==> config.mk <==
export PLATFORM = sky130hd
export DESIGN_NAME = logic_tt_sequencer
export DESIGN_NICKNAME = d
export VERILOG_FILES = /design/src/rtl/logic_tt_sequencer.sv
export SDC_FILE = /design/constraint.sdc
export NUM_CORES = 1
export LEC_CHECK = 0
export CORE_ASPECT_RATIO = 2
export CORE_UTILIZATION = 49
export DETAILED_ROUTE_END_ITERATION = 8
export GPL_TIMING_DRIVEN = 0
export PLACE_DENSITY = 0.75
export RECOVER_POWER = 50
export SKIP_CTS_REPAIR_TIMING = 1
export SYNTH_ARGS = -nofsm -noshare
export SYNTH_HDL_FRONTEND = slang
export SYNTH_SLANG_ARGS = --single-unit
==> constraint.sdc <==
create_clock -name clk -period 3.1 [get_ports clk]
set_clock_uncertainty 0.15 [all_clocks]
set_input_delay 0.62 -clock clk [delete_from_list [all_inputs] [get_ports clk]]
set_output_delay 0.62 -clock clk [all_outputs]
set_load 0.03 [all_outputs]
==> src/rtl/logic_tt_sequencer.sv <==
// logic_tt_sequencer: walks the external 2-input gate datapath through the
// truth table of every gate enabled in gate_mask. Each operand pair is held
// for DWELL cycles, the datapath result is checked against the ideal gate,
// and the outcome of the run is shown on the RGB LEDs.
module logic_tt_sequencer #(
  parameter int DWELL = 20000000,
  parameter int GAP   = 10000000,
  parameter int CNT_W = 27
) (
  input  logic       clk,
  input  logic       rst_n,
  input  logic       start,
  input  logic       abort,
  input  logic       hold,
  input  logic [5:0] gate_mask,
  input  logic       result,
  output logic [2:0] gate_sel,
  output logic       gate_a,
  output logic       gate_b,
  output logic       busy,
  output logic       done,
  output logic       err,
  output logic       redled,
  output logic       greenled,
  output logic       blueled
);

  typedef enum logic [1:0] {ST_IDLE, ST_DWELL, ST_GAP, ST_DONE} state_t;

  localparam logic [CNT_W-1:0] DWELL_LAST = CNT_W'(DWELL - 1);
  localparam logic [CNT_W-1:0] GAP_LAST   = CNT_W'(GAP - 1);

  state_t           state;
  logic [CNT_W-1:0] cnt;
  logic [1:0]       combo;
  logic [5:0]       mask_q;

  logic             sample_bad;
  logic             err_next;
  logic [3:0]       first_pick;
  logic [3:0]       later_pick;
  logic [3:0]       gap_pick;

  // Ideal truth table for opcode op (same encoding as the gate_mask bits).
  function automatic logic ideal_out(input logic [2:0] op, input logic a, input logic b);
    case (op)
      3'd0:    ideal_out = a & b;
      3'd1:    ideal_out = a | b;
      3'd2:    ideal_out = a ^ b;
      3'd3:    ideal_out = ~(a & b);
      3'd4:    ideal_out = ~(a | b);
      3'd5:    ideal_out = ~(a ^ b);
      default: ideal_out = 1'b0;
    endcase
  endfunction

  // Lowest set bit of m at or above position from; bit 3 flags that one exists.
  function automatic logic [3:0] next_gate(input logic [5:0] m, input logic [2:0] from);
    next_gate = 4'b0000;
    for (int i = 5; i >= 0; i--) begin
      if (m[i] && (3'(i) >= from)) next_gate = {1'b1, 3'(i)};
    end
  endfunction

  // Check of the current operand pair and the gate-order lookups.
  always_comb begin
    sample_bad = (result != ideal_out(gate_sel, combo[1], combo[0]));
    err_next   = err | sample_bad;
    first_pick = next_gate(gate_mask, 3'd0);
    later_pick = next_gate(mask_q, gate_sel + 3'd1);
    gap_pick   = next_gate(gate_mask, gate_sel + 3'd1);
  end

  assign gate_a  = combo[1];
  assign gate_b  = combo[0];
  assign blueled = busy;

  // Sequencer FSM: schedules gates and combos, samples results, drives LEDs.
  always_ff @(posedge clk or negedge rst_n) begin
    if (!rst_n) begin
      state    <= ST_IDLE;
      cnt      <= '0;
      combo    <= 2'd0;
      mask_q   <= 6'd0;
      gate_sel <= 3'd0;
      busy     <= 1'b0;
      done     <= 1'b0;
      err      <= 1'b0;
      redled   <= 1'b0;
      greenled <= 1'b0;
    end else if (abort) begin
      state    <= ST_IDLE;
      cnt      <= '0;
      combo    <= 2'd0;
      mask_q   <= 6'd0;
      gate_sel <= 3'd0;
      busy     <= 1'b0;
      done     <= 1'b0;
      err      <= 1'b0;
      redled   <= 1'b0;
      greenled <= 1'b0;
    end else if (!hold) begin
      case (state)
        ST_IDLE, ST_DONE: begin
          if (start) begin
            err      <= 1'b0;
            cnt      <= '0;
            combo    <= 2'd0;
            redled   <= 1'b0;
            greenled <= 1'b0;
            mask_q   <= gate_mask;
            if (first_pick[3]) begin
              gate_sel <= first_pick[2:0];
              state    <= ST_DWELL;
              busy     <= 1'b1;
              done     <= 1'b0;
            end else begin
              gate_sel <= 3'd0;
              state    <= ST_DONE;
              busy     <= 1'b0;
              done     <= 1'b1;
              greenled <= 1'b1;
            end
          end
        end
        ST_DWELL: begin
          if (cnt == DWELL_LAST) begin
            cnt <= '0;
            err <= err_next;
            if (combo != 2'd3) begin
              combo  <= combo + 2'd1;
              redled <= result;
            end else if (later_pick[3]) begin
              state  <= ST_GAP;
              redled <= 1'b0;
            end else begin
              state    <= ST_DONE;
              busy     <= 1'b0;
              done     <= 1'b1;
              redled   <= err_next;
              greenled <= ~err_next;
            end
          end else begin
            cnt <= cnt + CNT_W'(1);
          end
        end
        ST_GAP: begin
          if (cnt == GAP_LAST) begin
            cnt    <= '0;
            mask_q <= gate_mask;
            if (gap_pick[3]) begin
              gate_sel <= gap_pick[2:0];
              combo    <= 2'd0;
              state    <= ST_DWELL;
            end else begin
              state    <= ST_DONE;
              busy     <= 1'b0;
              done     <= 1'b1;
              redled   <= err;
              greenled <= ~err;
            end
          end else begin
            cnt <= cnt + CNT_W'(1);
          end
        end
        default: state <= ST_IDLE;
      endcase
    end
  end

endmodule

==> metrics <==
status=complete, but fails checks; failing checks=capacitance limit, slew limit; pre-CTS WS=-0.190 ns; crit path max fanout=12; DRC=0; row cnt=41; Worst Path Required=3.13 ns; gpl congestion=0.895; number of antenna violations at the first check in global routing=0; fin area=0.00372 mm^2; Mean Syn Cell Area=8.49 um^2; DR iter-0 viols=313; Mapped Cells=375; slew at the pin closest to its max-slew limit=1.77 ns; Clock Latency Late Sink=0.30 ns; GRT Total Usage=0.279; cell breakdown of the critical path=ha_1 > ha_1 > buf_2 > nor2_1 > a211oi_1 > nor3_4 > o41ai_4 > nand2b_1 > a31o_1; Top FF cell, synth=dfrtp_1; crit path from=gate_sel[0]$_DFFE_PN0P_; hold crit path type=primary input to async pin; PnR worst setup slack=0.130 ns; placed instance area=0.00353 mm^2; ant diodes=0; vias in the first global route=3102; share of cells above drive strength 1=0.0983; TNS Setup=0 ns; via count=3086; per-cell routed wire length=17.6 um; number of fill cells=582; IO buf count=22; Routed Wire Length=8.70 mm; CTS Sinks=45; synth warn=0; Min Clock Period, post-route=2.97 ns; cell with the most instances after synthesis=dfrtp_1; Layout area overhead=16.8%; total global routing overflow=0; post-synthesis net count=399; Startpoint Class=flip-flop; Max Slew Vio Count=39; CTS clock-pin slew for the worst setup and hold paths=0.06 ns; Final setup viols=0; max capacitance violation total=1; fmax=0.337 GHz; Seq/Total Area, Yosys=0.353; critical path class=flip-flop to flip-flop; htree depth=2; Crit path top cell by count=ha_1; initial core utilization=0.505; Post-Syn Area=0.00319 mm^2; Root Driver=clkbuf_16; CTS tree=yes; Synth top area share=0.353; worst r2r src=gate_sel[0]$_DFFE_PN0P_; VDD IR-drop max=410 uV; Leakage=1.54 nW; Async SR Flop Fraction=1.00; area of the die=0.00685 mm^2; post-synth top area cell=dfrtp_1; antenna viol nets, final=0; I/O pins=23; Die W=59.0 um; Via density=6.26; synth cell count leaders=dfrtp_1, nand2_1, a21oi_1; chip height=116 um; Clock Path Buffers=2; Post-synth EDFFs=0; Unique masters post-synth=64; Power Density=414 mW/mm^2; CP max stage delay=0.51 ns; largest net degree at the start of global routing=39; CORE AREA=0.00631 mm^2; Worst Setup End Kind=flip-flop; CTS buffer count=5; Seq cells post-synth=45; first-pass GRT wire length=14.2 mm; Final HPWL DP=6.58 mm; Final period util=0.958; end-of-flow core utilization=0.590; Rel. slew slack=-0.181; Arr. time, crit path=3.00 ns; nets=430; Final Hold Fails=0; Synth area leaders=dfrtp_1, ha_1, a21oi_1; Worst path slowest cell=dfrtp_2; RSZ-0062 raised after global routing=yes; Pre-antenna DRT Iters=5
==> cells by family after synthesis <==
kind of cell             share of synthesized area
XOR/XNOR                                   0.00275
AO/OA/AOI/OAI                                0.236
adder cells (fa/ha/maj)                     0.0471
multiplexers                                0.0518
flip-flops                                   0.353
buffers and inverters                       0.0593
AND/OR/NAND/NOR                              0.250
==> worst paths after layout <==
| path | slack, ns | depth (start not counted) | to |
|---|---|---|---|
| min in group clk | 0.34 | 1 | done$_DFFE_PN0P_ |
| worst max register to register | 0.13 | 9 | gate_sel[1]$_DFFE_PN0P_ |
| max in group asynchronous | 0.54 | 2 | gate_sel[0]$_DFFE_PN0P_ |
| worst min register to register | 0.34 | 1 | done$_DFFE_PN0P_ |
| worst max-delay path | 0.13 | 9 | gate_sel[1]$_DFFE_PN0P_ |
| worst min-delay path | 0.09 | 1 | greenled$_DFFE_PN0P_ |
==> state kept, by name (all words and copies together), names as in the netlist <==
name,count
cnt,27
mask_q,6
gate_sel,3
combo,2
state,2
blueled,1
done,1
err,1
greenled,1
redled,1
==> report_power, final <==
group / leakage, nW / internal, W / switching, W
sequential: 0.620 / 0.000611 / 0.0000189
combinational: 0.848 / 0.000147 / 0.000239
clock: 0.0706 / 0.000296 / 0.000227
==> cell type report <==
class | count | area (um^2) | share of cell area
multi-input combinational | 286 | 1920 | 0.517
buffer | 20 | 98.8 | 0.0266
inverter | 24 | 90.1 | 0.0242
sequential | 45 | 1130 | 0.303
tap | 86 | 108 | 0.0289
timing repair buffer | 24 | 234 | 0.0629
clock inverter | 2 | 10.0 | 0.00269
clock buffer | 6 | 129 | 0.0346
==> critical path: cells and delay by family, from the launching register on <==
kind	cells	cell delay, ns
compound gates	3	1.06
buf+inv	1	0.23
fa+ha+maj	2	0.55
simple gates	3	0.36
flops	1	0.51
==> cells in the final DEF, fill, tap and decap left out, types with 8 or more instances in the layout <==
cell             Yosys  routed
a21o_1               8       8
a21oi_1             28      27
buf_2                9       9
clkbuf_1             7       9
clkdlybuf4s50_1      0      18
dfrtp_1             45      44
ha_1                12      11
inv_1               24      24
mux2i_1             12      12
nand2_1             37      37
nand3_1             22      22
nand4_1              8       8
nor2_1              27      27
nor3_1              15      14
o21ai_0             15      15
==> through the flow <==
stage / instances / power [W] / hold slack, ns
after global routing: 493 / 0.00160 / 0.127
after global placement: 483 / 0.000995 / 0.321
final: 493 / 0.00154 / 0.0921
after floorplan: 375 / 0.000871 / 0.174
after CTS: 492 / 0.00153 / 0.0294
after detailed placement: 484 / 0.00101 / 0.337
==> metal layers <==
| metal | track usage | part of all wire | wire [um] |
|---|---|---|---|
| met3 | 0.0502 | 0.041 | 355 |
| met5 | 0 | 0 | 0 |
| met2 | 0.505 | 0.56 | 4840 |
| met4 | 0.219 | 0.062 | 538 |
| met1 | 0.265 | 0.34 | 2970 |
No activity file was read; power rests on OpenSTA's default activity.
==> edit 1: new RTL, same settings <==
Change the parameter `CNT_W` from 27 to 31.
--- a/src/rtl/logic_tt_sequencer.sv
+++ b/src/rtl/logic_tt_sequencer.sv
@@ -5,7 +5,7 @@
 module logic_tt_sequencer #(
   parameter int DWELL = 20000000,
   parameter int GAP   = 10000000,
-  parameter int CNT_W = 27
+  parameter int CNT_W = 31
 ) (
   input  logic       clk,
   input  logic       rst_n,
Function: same outputs for any inputs over 10 cycles, from zero or initial values and one cycle with rst_n low; that may be too few to reach the edited logic, so the function may still have changed.
==> edit 1 against the unedited design <==
The run still ends with capacitance limit, slew limit left. Global-route usage increased by 0.42 points. Hold slack better by 0.15 ns. First-iteration DRC count shrank 55%. Final area up 6.4%. Synthesized cell count increased by 6.1%. Cell count grew 4.9%. Routed wire length rose by 9.3%. Synthesized area grew 7.7%. Sequential cell count increased by 4. Setup slack improved by 0.060 ns.
Power is not compared: it rests on default switching activity, and its combinational part moved more than twofold at a synthesized area within 25%.
==> edit 1: results (changes against the unedited design) <==
stage	metric	value	unit	change
layout	ANT cells	0		unchanged
layout	nets	452		was 430
setup_path	CP max stage cell	dfrtp_2		unchanged
outcome	status	complete, but fails checks		unchanged
cts	Clock Latency Late Sink	0.29	ns	
setup_path	max incr delay on CP	0.47	ns	was 0.51 ns
timing	Slew Limit Fails	36		was 39
setup_path	crit path launch	gate_sel[0]$_DFFE_PN0P_		unchanged
layout	Largest regs	cnt x31, mask_q x6, gate_sel x3		was cnt x27, mask_q x6, gate_sel x3
placement	Post-DP Area	0.00377	mm2	was 0.00353 mm2
setup_path	Arr. time, crit path	2.93	ns	was 3.00 ns
placement	Final GP Congestion	0.975		was 0.895
placement	pre-CTS WS	-0.134	ns	was -0.190 ns
power	LEAKAGE	0.00166	uW	
layout	fraction of layout instances using a drive strength above 1	0.0956		was 0.0983
placement	Detailed Place HPWL	7270	um	was 6580 um
outcome	failing checks	capacitance limit, slew limit		unchanged
cts	Root Buffer	clkbuf_16		unchanged
logic_synthesis	Ys Warns	0		unchanged
timing	Least-Margin Pin Slew	1.63	ns	was 1.77 ns
min_path	HP Class	in2async		unchanged
logic_synthesis	post-synthesis sequential area ratio	0.358		was 0.353
setup_path	critical-path maximum fanout	11		was 12
cts	CTS max path bufs	2		unchanged
global_route	global-route wire length before repair	15400	um	was 14200 um
logic_synthesis	post-synth cell types	68		was 64
cts	Num CTS Buffers	5		unchanged
global_route	largest net degree at the start of global routing	36		was 39
layout	fillers	628		was 582
cts	Worst-path clk slew	0.07	ns	
global_route	GRT Total Usage	0.283		was 0.279
logic_synthesis	Syn Nets	422		was 399
logic_synthesis	Commonest cells post-synth	dfrtp_1 (49), nor2_1 (34), o21ai_0 (30)		was dfrtp_1 (45), nand2_1 (37), a21oi_1 (28)
power	Peak VDD IR	391	uV	
cts	number of H-tree levels	2		unchanged
routing	1st-iter DRT viols	141		was 313
global_route	initial antenna violation count	0		unchanged
routing	via count	3243		was 3086
routing	Detailed Route WL	9510	um	was 8700 um
placement	port bufs	22		unchanged
routing	first drt pass iteration count	4		was 5
logic_synthesis	Async SR Flop Fraction	1.00		unchanged
global_route	vias in the first global route	3277		was 3102
job	Max Cap Viol	1		unchanged
logic_synthesis	largest cells by area after synthesis	dfrtp_1 (36%), ha_1 (4.4%), o21ai_0 (4.4%), nor2_1 (3.7%), a21oi_1 (3.1%)		was dfrtp_1 (35%), ha_1 (4.7%), a21oi_1 (4.4%), nand2_1 (4.4%), mux2i_1 (3.8%)
-- edit 1: cell type report --
cell class                 instances  share of cell area
buffer                            16              0.0183
clock inverter                     1             0.00759
timing repair buffer              23              0.0572
inverter                          21              0.0199
sequential                        49               0.310
clock buffer                       7              0.0360
tap                               88              0.0278
multi-input combinational        312               0.523
-- edit 1: kinds of logic after synthesis --
kind of cell / count (synthesis) / synth area share
flops: 49 / 0.358
buf+inv: 37 / 0.0438
simple gates: 165 / 0.266
mux: 18 / 0.0565
xor+xnor: 6 / 0.0153
fa+ha+maj: 12 / 0.0438
compound gates: 111 / 0.217
-- edit 1: metal layers --
layer  routed length [um]  up-vias  track usage
met2                 5380      111        0.510
li1                     -     1525            -
met1                 3230     1561        0.270
met5                    0        -            0
met4                  645        0        0.220
met3                  248       46       0.0321
-- edit 1: report_power, final --
group | internal [uW] | switching (uW) | total, uW
Sequential | 711 | 64.8 | 776
Combinational | 413 | 641 | 1050
Clock | 404 | 245 | 649
Total | 1530 | 951 | 2480
-- edit 1: through the flow --
| step | instances | setup TNS [ns] | utilization | power, uW |
|---|---|---|---|---|
| after CTS | 517 | -0.0903 | 0.591 | 2460 |
| final | 517 | 0 | 0.593 | 2480 |
| after detailed placement | 509 | -0.198 | 0.566 | 1810 |
| after global routing | 517 | 0 | 0.593 | 2600 |
| after floorplan | 398 | 0 | - | 1500 |
| after global placement | 508 | -11.49 | 0.563 | 1790 |
-- edit 1: path summary, 6_finish.rpt --
check	end	cells past startpoint	slack (ns)
min	cnt[7]$_DFFE_PN0P_	1	0.24
min in group clk	redled$_DFFE_PN0P_	1	0.35
max	gate_sel[2]$_DFFE_PN0P_	8	0.19
min reg2reg	redled$_DFFE_PN0P_	1	0.35
max in group asynchronous	cnt[13]$_DFFE_PN0P_	2	0.51
max reg2reg	gate_sel[2]$_DFFE_PN0P_	8	0.19
-- edit 1: worst max-delay path, delay by kind of cell, from the launching register on --
kind | cells | cell delay, ns
AO/OA/AOI/OAI | 2 | 0.41
adder cells (fa/ha/maj) | 1 | 0.33
buffers and inverters | 1 | 0.13
flip-flops | 1 | 0.47
multiplexers | 1 | 0.33
AND/OR/NAND/NOR | 3 | 0.97
==> edit 2: new RTL, config.mk and constraints unchanged <==
Made on the original files. Register the outputs `gate_a` and `gate_b`, without a reset; this adds one clock of latency there. The other outputs are not delayed to match.
--- a/src/rtl/logic_tt_sequencer.sv
+++ b/src/rtl/logic_tt_sequencer.sv
@@ -71,8 +71,10 @@
     gap_pick   = next_gate(gate_mask, gate_sel + 3'd1);
   end
 
-  assign gate_a  = combo[1];
-  assign gate_b  = combo[0];
+  always_ff @(posedge clk) begin
+    gate_a <= combo[1];
+    gate_b <= combo[0];
+  end
   assign blueled = busy;
 
   // Sequencer FSM: schedules gates and combos, samples results, drives LEDs.
Behaviour: no difference found for any inputs over 10 cycles, from zero or initial values and one cycle with rst_n low; that may be too few to reach the edited logic, so the function may still have changed.
==> edit 2 against the unedited design <==
Non-clock buffer count down 1. Sequential cell count is 2 higher. Routed wire length grew 6.1%. Final area rose by 4.0%. Synthesized area is 3.7% higher. Setup slack gained 0.034 ns. Critical path depth is the same. Critical path type unchanged. Highest routed layer unchanged.
Power is not compared: it rests on default switching activity, and its combinational part moved more than twofold at a synthesized area within 25%.
==> edit 2: results (changes against the unedited design) <==
stage	metric	value	unit	change
power	Seq pwr share	0.298		
power	Peak VDD IR	291	uV	
global_route	vias in the first global route	3198		was 3102
routing	ANT nets after route	0		unchanged
min_path	HP Class	reg2reg		was in2async
placement	Post-DP Area	0.00365	mm2	was 0.00353 mm2
setup_path	critical-path maximum fanout	10		was 12
logic_synthesis	post-synth cell types	68		was 64
logic_synthesis	post-synthesis sequential area ratio	0.353		about the same
global_route	largest net degree at the start of global routing	31		was 39
logic_synthesis	Synth Area in Compound Gates	0.240		was 0.236
placement	port bufs	22		unchanged
placement	placed cells	496		was 484
placement	Final GP Congestion	0.920		was 0.895
cts	Num CTS Buffers	5		unchanged
layout	fraction of layout instances using a drive strength above 1	0.106		was 0.0983
logic_synthesis	mux share of post-synthesis cell area	0.0379		was 0.0518
logic_synthesis	XOR/XNOR share of the synthesized area	0		was 0.00275
logic_synthesis	Commonest cells post-synth	dfrtp_1 (45), nand2_1 (40), nor2_1 (32)		was dfrtp_1 (45), nand2_1 (37), a21oi_1 (28)
layout	Largest regs	cnt x27, mask_q x6, gate_sel x3		unchanged
logic_synthesis	Ys Warns	0		unchanged
power	P_sw	1010	uW	
routing	vias per cell	6.16		was 6.26
routing	first drt pass iteration count	4		was 5
logic_synthesis	Syn Nets	409		was 399
global_route	global-route wire length before repair	14800	um	was 14200 um
placement	Detailed Place HPWL	7000	um	was 6580 um
routing	1st-iter DRT viols	191		was 313
setup_path	Arr. time, crit path	2.97	ns	was 3.00 ns
layout	ANT cells	0		unchanged
logic_synthesis	largest cells by area after synthesis	dfrtp_1 (34%), ha_1 (4.5%), nand2_1 (4.5%), o21ai_0 (4.5%), nor2_1 (3.6%)		was dfrtp_1 (35%), ha_1 (4.7%), a21oi_1 (4.4%), nand2_1 (4.4%), mux2i_1 (3.8%)
cts	number of H-tree levels	2		unchanged
timing	slew margin rel.	0.336		was -0.181
power	Clock power frac	0.271		
power	LEAKAGE	0.00156	uW	
layout	nets	440		was 430
cts	CTS max path bufs	2		unchanged
global_route	GRT Total Usage	0.282		was 0.279
setup_path	CP max stage cell	or3_4		was dfrtp_2
layout	final instance count without filler cells	505		was 493
cts	Worst-path clk slew	0.07	ns	
setup_path	Top delay family on crit path	simple AND/OR/NAND/NOR gates		was compound AO/OA/AOI/OAI gates
routing	Detailed Route WL	9230	um	was 8700 um
logic_synthesis	Mapped Avg Cell Area	8.58	um2	was 8.49 um2
cts	Root Buffer	clkbuf_16		unchanged
power	Top power group	combinational cells		
outcome	status	finished clean		was complete, but fails checks
logic_synthesis	Synth Area in Adders	0.0455		was 0.0471
power	Pwr Total	2620	uW	
setup_path	max incr delay on CP	0.44	ns	was 0.51 ns
global_route	initial antenna violation count	0		unchanged
cts	Clock Latency Late Sink	0.30	ns	about the same
logic_synthesis	Async SR Flop Fraction	0.957		was 1.00
placement	pre-CTS WS	-0.189	ns	was -0.190 ns
## edit 2: cell types whose count changed after synthesis, moves of 4 or more
cell      unedited run  this run
nand2b_1             5        15
clkbuf_1             7        11
a21oi_1             28        16
o21ai_0             15        30
a31oi_1              5        11
nor3_1              15         8
o21ai_1              6         0
mux2i_1             12         8
nor2_1              27        32
and3_1               7         1
buf_2                9         2
o221ai_1             0         4
o31ai_1              4         9
## edit 2: kinds of logic after synthesis
kind of cell / after synthesis
and+or+nand+nor: 161
adders and majority gates: 12
buffers and inverters: 43
AOI/OAI and AO/OA: 110
muxes: 12
DFF: 47
## edit 2: layer usage
metal	vias to the layer above	wire length, um	global-route usage
met3	40	248	0.0516
li1	1469	-	-
met1	1519	3180	0.243
met2	83	5270	0.530
met5	-	0	0
met4	0	531	0.195
## edit 2: area by class of cell
cell class	instances	area [um2]
plain buffers	19	113
clock buffers	5	125
clock inverters	3	67.6
fillers	573	2700
inverters	24	90.1
multi-input cells	295	1960
flip-flops and latches	47	1170
well taps	88	110
repair buffers	24	241
## edit 2: worst paths after layout
| kind | slack [ns] | cells past startpoint | start | endpoint |
|---|---|---|---|---|
| worst max-delay path | 0.16 | 9 | gate_sel[0]$_DFFE_PN0P_ | done$_DFFE_PN0P_ |
| worst min-delay path | 0.26 | 0 | combo[1]$_DFFE_PN0P_ | gate_a$_DFF_P_ |
| worst max register to register | 0.16 | 9 | gate_sel[0]$_DFFE_PN0P_ | done$_DFFE_PN0P_ |
| worst min register to register | 0.26 | 0 | combo[1]$_DFFE_PN0P_ | gate_a$_DFF_P_ |
| max in group asynchronous | 1.79 | 2 | rst_n | gate_sel[0]$_DFFE_PN0P_ |
| min in group asynchronous | 0.31 | 1 | rst_n | mask_q[4]$_DFFE_PN0P_ |
